<file path="src/rtl/hssl_reg_arbiter.sv">
// rtl/hssl_reg_arbiter.sv - shares the hssl register-bank port between APB and buffered packet writes
// Packet writes win unless the FIFO is empty or an APB request has waited MAX_PRX_BURST pops.
module hssl_reg_arbiter #(
  parameter int FIFO_DEPTH    = 4,
  parameter int MAX_PRX_BURST = 4
) (
  input  logic                        clk,
  input  logic                        resetn,
  input  logic                        apb_psel_in,
  input  logic                        apb_penable_in,
  input  logic                        apb_pwrite_in,
  input  logic [39:0]                 apb_paddr_in,
  input  logic [31:0]                 apb_pwdata_in,
  output logic [31:0]                 apb_prdata_out,
  output logic                        apb_pready_out,
  output logic                        apb_pslverr_out,
  input  logic [7:0]                  prx_addr_in,
  input  logic [31:0]                 prx_wdata_in,
  input  logic                        prx_vld_in,
  output logic                        prx_rdy_out,
  output logic [7:0]                  rb_addr_out,
  output logic [31:0]                 rb_wdata_out,
  output logic                        rb_wen_out,
  output logic                        rb_ren_out,
  input  logic [31:0]                 rb_rdata_in,
  output logic [$clog2(FIFO_DEPTH):0] prx_fifo_lvl_out
);
  localparam int AW = $clog2(FIFO_DEPTH);
  localparam int BW = $clog2(MAX_PRX_BURST + 1);

  typedef enum logic [1:0] {S_IDLE, S_ISSUE, S_RD_WAIT, S_DONE} state_t;
  state_t r_state, w_state_nxt;

  logic [7:0]    r_fifo_addr [FIFO_DEPTH];
  logic [31:0]   r_fifo_data [FIFO_DEPTH];
  logic [AW-1:0] r_wr_ptr, r_rd_ptr;
  logic [AW:0]   r_cnt, w_cnt_nxt;
  logic [BW-1:0] r_burst;
  logic          r_rdy, r_is_write;
  logic [31:0]   r_prdata, r_rb_wdata;
  logic [7:0]    r_rb_addr;
  logic          r_pready, r_pslverr, r_rb_wen, r_rb_ren;

  logic w_access, w_apb_req, w_apb_err, w_empty, w_burst_max;
  logic w_apb_grant, w_pop, w_push;
  logic w_unused;

  assign w_unused    = &{1'b0, apb_paddr_in[39:9], apb_paddr_in[1:0]};
  assign w_access    = (r_state == S_IDLE) && apb_psel_in && apb_penable_in;
  assign w_apb_req   = w_access && (apb_paddr_in[8:6] != 3'd7);
  assign w_apb_err   = w_access && (apb_paddr_in[8:6] == 3'd7);
  assign w_empty     = (r_cnt == '0);
  assign w_burst_max = (r_burst == BW'(MAX_PRX_BURST));
  assign w_apb_grant = w_apb_req && (w_empty || w_burst_max);
  // A pop only steals the next rb cycle when APB is not being granted it.
  assign w_pop       = !w_empty && !w_apb_grant;
  assign w_push      = prx_vld_in && r_rdy;
  assign w_cnt_nxt   = r_cnt + (AW+1)'(w_push) - (AW+1)'(w_pop);

  always_comb begin
    w_state_nxt = r_state;
    case (r_state)
      S_IDLE: begin
        if (w_apb_grant)    w_state_nxt = S_ISSUE;
        else if (w_apb_err) w_state_nxt = S_DONE;
      end
      S_ISSUE:   w_state_nxt = r_is_write ? S_DONE : S_RD_WAIT;
      S_RD_WAIT: w_state_nxt = S_DONE;
      S_DONE:    w_state_nxt = S_IDLE;
      default:   w_state_nxt = S_IDLE;
    endcase
  end

  always_ff @(posedge clk) begin
    if (w_push) begin
      r_fifo_addr[r_wr_ptr] <= prx_addr_in;
      r_fifo_data[r_wr_ptr] <= prx_wdata_in;
    end
  end

  always_ff @(posedge clk) begin
    if (!resetn) begin
      r_state    <= S_IDLE;
      r_wr_ptr   <= '0;
      r_rd_ptr   <= '0;
      r_cnt      <= '0;
      r_burst    <= '0;
      r_rdy      <= 1'b0;
      r_is_write <= 1'b0;
      r_prdata   <= '0;
      r_pready   <= 1'b0;
      r_pslverr  <= 1'b0;
      r_rb_wen   <= 1'b0;
      r_rb_ren   <= 1'b0;
      r_rb_addr  <= '0;
      r_rb_wdata <= '0;
    end else begin
      r_state   <= w_state_nxt;
      r_cnt     <= w_cnt_nxt;
      r_rdy     <= (w_cnt_nxt != (AW+1)'(FIFO_DEPTH));
      r_pready  <= (w_state_nxt == S_DONE);
      r_pslverr <= w_apb_err;
      if (w_push) r_wr_ptr <= r_wr_ptr + 1'b1;
      if (w_pop)  r_rd_ptr <= r_rd_ptr + 1'b1;

      if (!w_apb_req || w_apb_grant) r_burst <= '0;
      else if (w_pop && !w_burst_max) r_burst <= r_burst + BW'(1);

      if (r_state == S_RD_WAIT) r_prdata <= rb_rdata_in;

      r_rb_wen <= 1'b0;
      r_rb_ren <= 1'b0;
      if (w_apb_grant) begin
        r_is_write <= apb_pwrite_in;
        r_rb_wen   <= apb_pwrite_in;
        r_rb_ren   <= !apb_pwrite_in;
        r_rb_addr  <= {1'b0, apb_paddr_in[8:2]};
        r_rb_wdata <= apb_pwdata_in;
      end else if (w_pop) begin
        r_rb_wen   <= 1'b1;
        r_rb_addr  <= r_fifo_addr[r_rd_ptr];
        r_rb_wdata <= r_fifo_data[r_rd_ptr];
      end
    end
  end

  assign apb_prdata_out   = r_prdata;
  assign apb_pready_out   = r_pready;
  assign apb_pslverr_out  = r_pslverr;
  assign prx_rdy_out      = r_rdy;
  assign rb_addr_out      = r_rb_addr;
  assign rb_wdata_out     = r_rb_wdata;
  assign rb_wen_out       = r_rb_wen;
  assign rb_ren_out       = r_rb_ren;
  assign prx_fifo_lvl_out = r_cnt;
endmodule

</file>
<file path="config.mk">
export PLATFORM = sky130hd
export DESIGN_NAME = hssl_reg_arbiter
export DESIGN_NICKNAME = d
export VERILOG_FILES = /design/src/rtl/hssl_reg_arbiter.sv
export SDC_FILE = /design/constraint.sdc
export NUM_CORES = 1
export LEC_CHECK = 0
export BUFFER_PORTS_ARGS = -buffer_cell sky130_fd_sc_hd__buf_2
export CAP_MARGIN = 10
export CORE_MARGIN = 2
export CORE_UTILIZATION = 53
export DETAILED_ROUTE_END_ITERATION = 12
export PLACE_DENSITY_LB_ADDON = 0.25
export RECOVER_POWER = 100
export SETUP_SLACK_MARGIN = 0.4
export SLEW_MARGIN = 20
export SYNTH_ARGS = -nofsm -noshare
export SYNTH_HDL_FRONTEND = slang
export SYNTH_SLANG_ARGS = --single-unit
</file>
<file path="constraint.sdc">
create_clock -name clk -period 3.22 [get_ports clk]
set_input_delay 0.322 -clock clk [delete_from_list [all_inputs] [get_ports clk]]
set_output_delay 0.322 -clock clk [all_outputs]
set_load 0.02 [all_outputs]
</file>
# ---- After elaboration in Yosys (flattened, before gate mapping)
# Memory sizes are Yosys's and may differ from the RTL's. A register that Yosys moved wholly into a read port is not among the register bits.
# Index checks and enable logic that the tools add are counted.
dict set report classes {
  n_eq_ne 8
  n_reduce_logical 21
  bitwise 1
  n_mux 16
  addsub 5
}
# op n
set ops {}
lappend ops {{32-bit 2-to-1 mux} 2}
lappend ops {{7-bit 2-to-1 mux} 2}
lappend ops {{2-bit 2-to-1 mux} 6}
lappend ops {{1-bit logical AND} 8}
lappend ops {{2-bit one-hot mux with 4 select lines} 1}
lappend ops {{2-bit equality test (second input constant)} 3}
lappend ops {{3-bit equality test (second input constant)} 2}
lappend ops {{3-bit != test (second input constant)} 2}
lappend ops {{1-bit zero test} 5}
lappend ops {{1-bit 2-to-1 mux} 5}
lappend ops {{2-bit by 1-bit adder with 2-bit output (second input constant)} 2}
lappend ops {{2-bit OR reduction} 2}
lappend ops {{3-bit by 1-bit adder with 3-bit output} 1}
lappend ops {{3-bit by 1-bit adder with 3-bit output (second input constant)} 1}
lappend ops {{3-bit zero test} 1}
lappend ops {{3-bit by 1-bit subtractor with 3-bit output} 1}
lappend ops {{2-bit by 1-bit equality test with 1-bit output (second input constant)} 1}
lappend ops {{2-bit zero test} 1}
lappend ops {{1-bit logical OR} 2}
lappend ops {{2-bit AND reduction} 1}
lappend ops {{2-bit nonzero test} 1}
lappend ops {{1-bit inverter} 1}
dict set report word_totals {
  ram_bits 160
  mem_count 2
  wordCells 68
  in_bits 150
  reg_bits 90
  output_inout_bits 80
}
# memory depth word_bits rd rd_ports_with_merged_regs write_ports line_no
set memory_table {}
lappend memory_table {r_fifo_data 4 32 1 1 1 35} ;# logic [31:0] r_fifo_data [FIFO_DEPTH];
lappend memory_table {r_fifo_addr 4 8 1 1 1 34} ;# logic [7:0] r_fifo_addr [FIFO_DEPTH];

# ---- Logic depth before layout (Yosys ltp)
dict set report depth {
  ltp_word 9
  depth_mapped 10
  mapped_depth_nobuf 9
}

# ---- Least setup slack after synthesis
# Ideal clock, no wire load.
dict set report synth_path {
  path_kind {flip-flop to flip-flop}
  from {register r_cnt[1] (netlist: prx_fifo_lvl_out[1])}
  to {register r_rdy (netlist: prx_rdy_out)}
  synth_period_minus_slack_ps 2318
  path_stages_with_launch 10
  path_buffers 3
  required_time_ps 3088
  setup_slack_ps 902
  setup_time_ps 132
  t_arrival_ps 2185
  cell_sequence {dfxtp_1 or3_1 buf_6 a211o_1 buf_6 buf_2 nand3_1 fa_1 nor2_1 a21oi_1}
}
dict set report synth_via {
  elab_chain_len 7
  elab_cells_between_ends 9
  classes_between {2 x add/sub; 1 x eq/ne; 6 x reduce/logical}
}
# element line_no
set synth_lines {}
lappend synth_lines {{from (decl)} 37} ;# logic [AW:0] r_cnt, w_cnt_nxt;
lappend synth_lines {{from (signal assigned)} 99} ;# r_cnt <= w_cnt_nxt;
lappend synth_lines {{branches (longest 5 deep; another with 3-bit by 1-bit adder with 3-bit output)} -}
lappend synth_lines {{3-bit by 1-bit subtractor with 3-bit output *} 58} ;# assign w_cnt_nxt = r_cnt + (AW+1)'(w_push) - (AW+1)'(w_pop);
lappend synth_lines {{named net w_cnt_nxt[1]} 37}
lappend synth_lines {{3-bit != test *} 100} ;# r_rdy <= (w_cnt_nxt != (AW+1)'(FIFO_DEPTH));
lappend synth_lines {{to (signal assigned)} 100}
lappend synth_lines {{to (decl)} 39} ;# logic r_rdy, r_is_write;
# Mark *: on every way through the listed nets, which the timed path passes.
# A chain may end at the register's enable or synchronous reset.

# ---- Final worst setup path
dict set report layout_path {
  from {register r_state[0]}
  to {register r_rb_wdata[27] (netlist: rb_wdata_out[27])}
}
dict set report layout_via {
  elab_chain_len 8
  elab_cells_between_ends 9
  classes_between {1 x mux; 8 x reduce/logical}
}
# element line_no
set layout_lines {}
lappend layout_lines {{from (decl)} 32} ;# state_t r_state, w_state_nxt;
lappend layout_lines {{from (signal assigned)} 98} ;# r_state <= w_state_nxt;
lappend layout_lines {{2-bit zero test *} 49} ;# assign w_access = (r_state == S_IDLE) && apb_psel_in && apb_penable_in;
lappend layout_lines {{1-bit logical AND * (2 in series)} 49}
lappend layout_lines {{1-bit logical AND *} 50} ;# assign w_apb_req = w_access && (apb_paddr_in[8:6] != 3'd7);
lappend layout_lines {{1-bit logical AND *} 54} ;# assign w_apb_grant = w_apb_req && (w_empty || w_burst_max);
lappend layout_lines {{1-bit zero test} 56} ;# assign w_pop = !w_empty && !w_apb_grant;
lappend layout_lines {{1-bit logical AND} 56}
lappend layout_lines {{2-bit nonzero test (no source line)} -}
lappend layout_lines {{to (signal assigned)} 118} ;# r_rb_wdata <= apb_pwdata_in;
lappend layout_lines {{to (signal assigned)} 122} ;# r_rb_wdata <= r_fifo_data[r_rd_ptr];
lappend layout_lines {{to (decl)} 40} ;# logic [31:0] r_prdata, r_rb_wdata;
# Mark *: on every way between the ends. The rest lies on a longest branch, timed or not.

==> flow_summary_export.csv <==
group,metric,value,unit
sta,min_period_over_period,0.845,
yosys,ys.flop_type,"edfxtp_1",
clocking,clockRootBuffer,"clkbuf_16",
drt,routed_wl,20800,microns
run,max_cap_viol_count,0,
sta,slew_headroom,0.131,
clocking,cts_buffers,26,
placement,place.gp.congestion,0.755,
sta,clock-skew-final,0.00824,ns
setup_path,startpoint,"r_state[0]",
floorplanning,core_area,17400,sq um
power_and_ir_drop,power.density,901,nW/um^2
floorplanning,initial_core_util,0.546,
yosys,syn-num-nets,762,
drt,route.detailed.drc,0,
drt,via_count,5965,
layout,area_growth,20.7,%
sta,min_period,2.72,ns
hold_path,min_path_type,"input pin to flop",
placement,dpl.hpwl,13500,microns
layout,drive_gt1_frac,0.215,
global_route,grt_overflow,0,
setup_path,path_max_fanout,26,
sta,hold_viol,0,
floorplanning,dieArea,19000,sq um
floorplanning,die_height,138,microns
yosys,ys_warn_count,0,
setup_path,crit_path_end_kind,"flop",
drt,ant_nets,0,
yosys,ys_ff_latch,252,
clocking,clkSinkCount,252,
sta,rsz0062_at_grt,"no",
setup_path,r2r_cells,7,
yosys,synth_top_area_share,0.507,
clocking,cts_setup_buffers,0,
clocking,cts_tree,"built",
status,outcome,"finished, final reports clean",
global_route,grt_first_pass_wirelength,30400,microns
hold_path,hold_depth,2,
global_route,grt_max_degree,46,
setup_path,startpoint_type,"flop",
layout,stdcell_area,11400,sq um
clocking,clkTransAtPathRegs,0.06,ns
yosys,synthCells,601,
clocking,clockBufferDepth,3,
floorplanning,io_pins,230,
power_and_ir_drop,ir_worst_vdd,0.000509,V
global_route,grtUsageTotal,0.213,
sta,slew_viol_final,0,
yosys,syn_avg_cell_area,15.8,sq um
drt,dr.pass1.iters,4,
setup_path,critical_path.reg2reg.endpoint,"rb_wdata_out[27]",
yosys,synth-async-reset-ratio,0,
setup_path,path_class,"flop to flop",
yosys,yosys-top-cells-area,"edfxtp_1 (51%), dfxtp_1 (19%), mux4_2 (9.5%), mux2i_1 (3.5%), a21oi_1 (2.7%)",
drt,viasPerCell,5.64,
yosys,synth_cell_types,37,
floorplanning,die_x,138,microns
yosys,synth_commonest_cells,"edfxtp_1 (160), dfxtp_1 (92), a21oi_1 (51), nor2_1 (43), mux4_2 (40)",
clocking,htree_levels,1,
power_and_ir_drop,leakage,0.00412,uW
setup_path,r2r-start,"r_state[0]",
sta,maxClockFrequency,368,MHz
sta,finalSetupViolCount,0,
yosys,synthMostInstantiatedCell,"edfxtp_1",
yosys,synth-seq-area-share,0.702,
drt,wl_per_cell,19.6,microns
floorplanning,rows,48,
layout,fillers,1300,
sta,tightest_slew,1.30,ns
hold_path,hp-start,"apb_pwdata_in[8]",
global_route,grt_pass1_vias,5853,
setup_path,arrival,3.18,ns
global_route,antenna_found_initial,1,
yosys,synth.largest_area_cell,"edfxtp_1",
hold_path,hold_end,"rb_wdata_out[8]",
placement,postPlaceCellArea,10700,sq um
drt,drtIter0Drc,362,
placement,port_buffers,196,
yosys,synth-edff-count,160,
sta,setup-tns-final,0,ns
layout,antennaDiodeCount,0,
setup_path,r2r_slack,0.50,ns
clocking,clock_latency,0.52,ns
power_and_ir_drop,p_total,10300,uW
setup_path,crit_required,3.68,ns
yosys,syn-cell-area,9470,sq um
layout,nets,974,
-- cell type report --
cell class,instances,area [sq um],area share
Sequential cell,252,6650,0.582
Timing Repair Buffer,221,1010,0.0888
Multi-Input combinational cell,302,2600,0.228
Inverter,10,37.5,0.00328
Clock buffer,41,811,0.0709
Tap cell,225,282,0.0246
Clock inverter,7,37.5,0.00328
-- how the worst max path moves through the flow --
stage                                   to  cells past startpoint
after floorplan                prx_rdy_out                      9
after global placement         prx_rdy_out                      9
after detailed placement       prx_rdy_out                      9
after CTS                      prx_rdy_out                      9
after global routing        rb_addr_out[4]                      7
final                     rb_wdata_out[27]                      7
-- kinds of logic (layout without fill, tap and decap cells) --
logic type	Yosys count	count (layout)	share of synthesized area
DFF	252	252	0.702
and+or+nand+nor	109	109	0.0533
AOI/OAI and AO/OA	102	102	0.0694
muxes	73	73	0.130
buffers and inverters	47	279	0.0237
adders and majority gates	11	11	0.0153
xor gates and xnor gates	7	7	0.00647
-- state kept, by name (all words and copies together) (netlist names), named ones only --
signal and count:
apb_prdata_out 32, r_rd_ptr 2, r_burst 3, apb_pslverr_out 1, r_is_write 1, rb_wdata_out 32, rb_ren_out 1, r_wr_ptr 2
r_fifo_addr 32, prx_rdy_out 1, rb_wen_out 1, r_state 2, prx_fifo_lvl_out 3, rb_addr_out 8, r_fifo_data 128, apb_pready_out 1
-- cells in the final DEF (no fill, tap or decap), types with 3 or more instances in the layout --
cell and count:
buf_2 76, buf_4 6, dfxtp_1 90, clkbuf_2 4, clkbuf_1 133, a221o_1 8
and3_1 22, mux4_2 40, clkbuf_16 29, a21oi_1 50, xor2_1 4, clkbuf_8 4
nand3_1 4, nor2_1 43, mux2i_1 33, clkinv_1 3, clkinv_2 3, nand2_1 30
xnor2_1 3, dlygate4sd3_1 10, o21ai_0 24, nor3_1 3, ha_1 10, edfxtp_1 160
inv_1 9, a221o_2 8
-- worst max-delay path, cell delays in order (launching register included) --
cell and delay (ns):
dfxtp_1 0.31, inv_1 0.10, ha_1 0.29, nand3_1 0.34, a211o_1 0.35, clkbuf_2 0.43, nor2_4 0.58, a221o_2 0.26
-- report_power, final --
group          switching, uW  total [uW]  internal [uW]  leakage, uW
Sequential               375        4400           4030      0.00221
Clock                   1160        2880           1730     0.000418
Combinational           1820        3020           1200      0.00149
-- timing repair --
action,in CTS,in global routing
gates resized for setup,0,0
hold buffers,10,0
endpoints found under the hold margin,36,0
-- per-layer routing --
layer	vias up	GRT usage	part of all wire
met3	27	0.0423	0.072
met2	224	0.379	0.51
met1	2999	0.265	0.40
met4	2	0.0601	0.019
li1	2713	-	-
met5	-	0	0.00043
-- metrics by stage --
step                utilization  setup WS (ns)  hold slack, ns  instances
global route              0.659          0.267          0.0152       1058
floorplan                     -          0.902           0.401        601
global placement          0.615          0.809           0.429       1000
CTS                       0.670          0.671        0.000453       1058
detailed placement        0.615          0.697           0.437       1000
finish                    0.659          0.500          0.0256       1058
No activity file was read; power rests on OpenSTA's default activity.
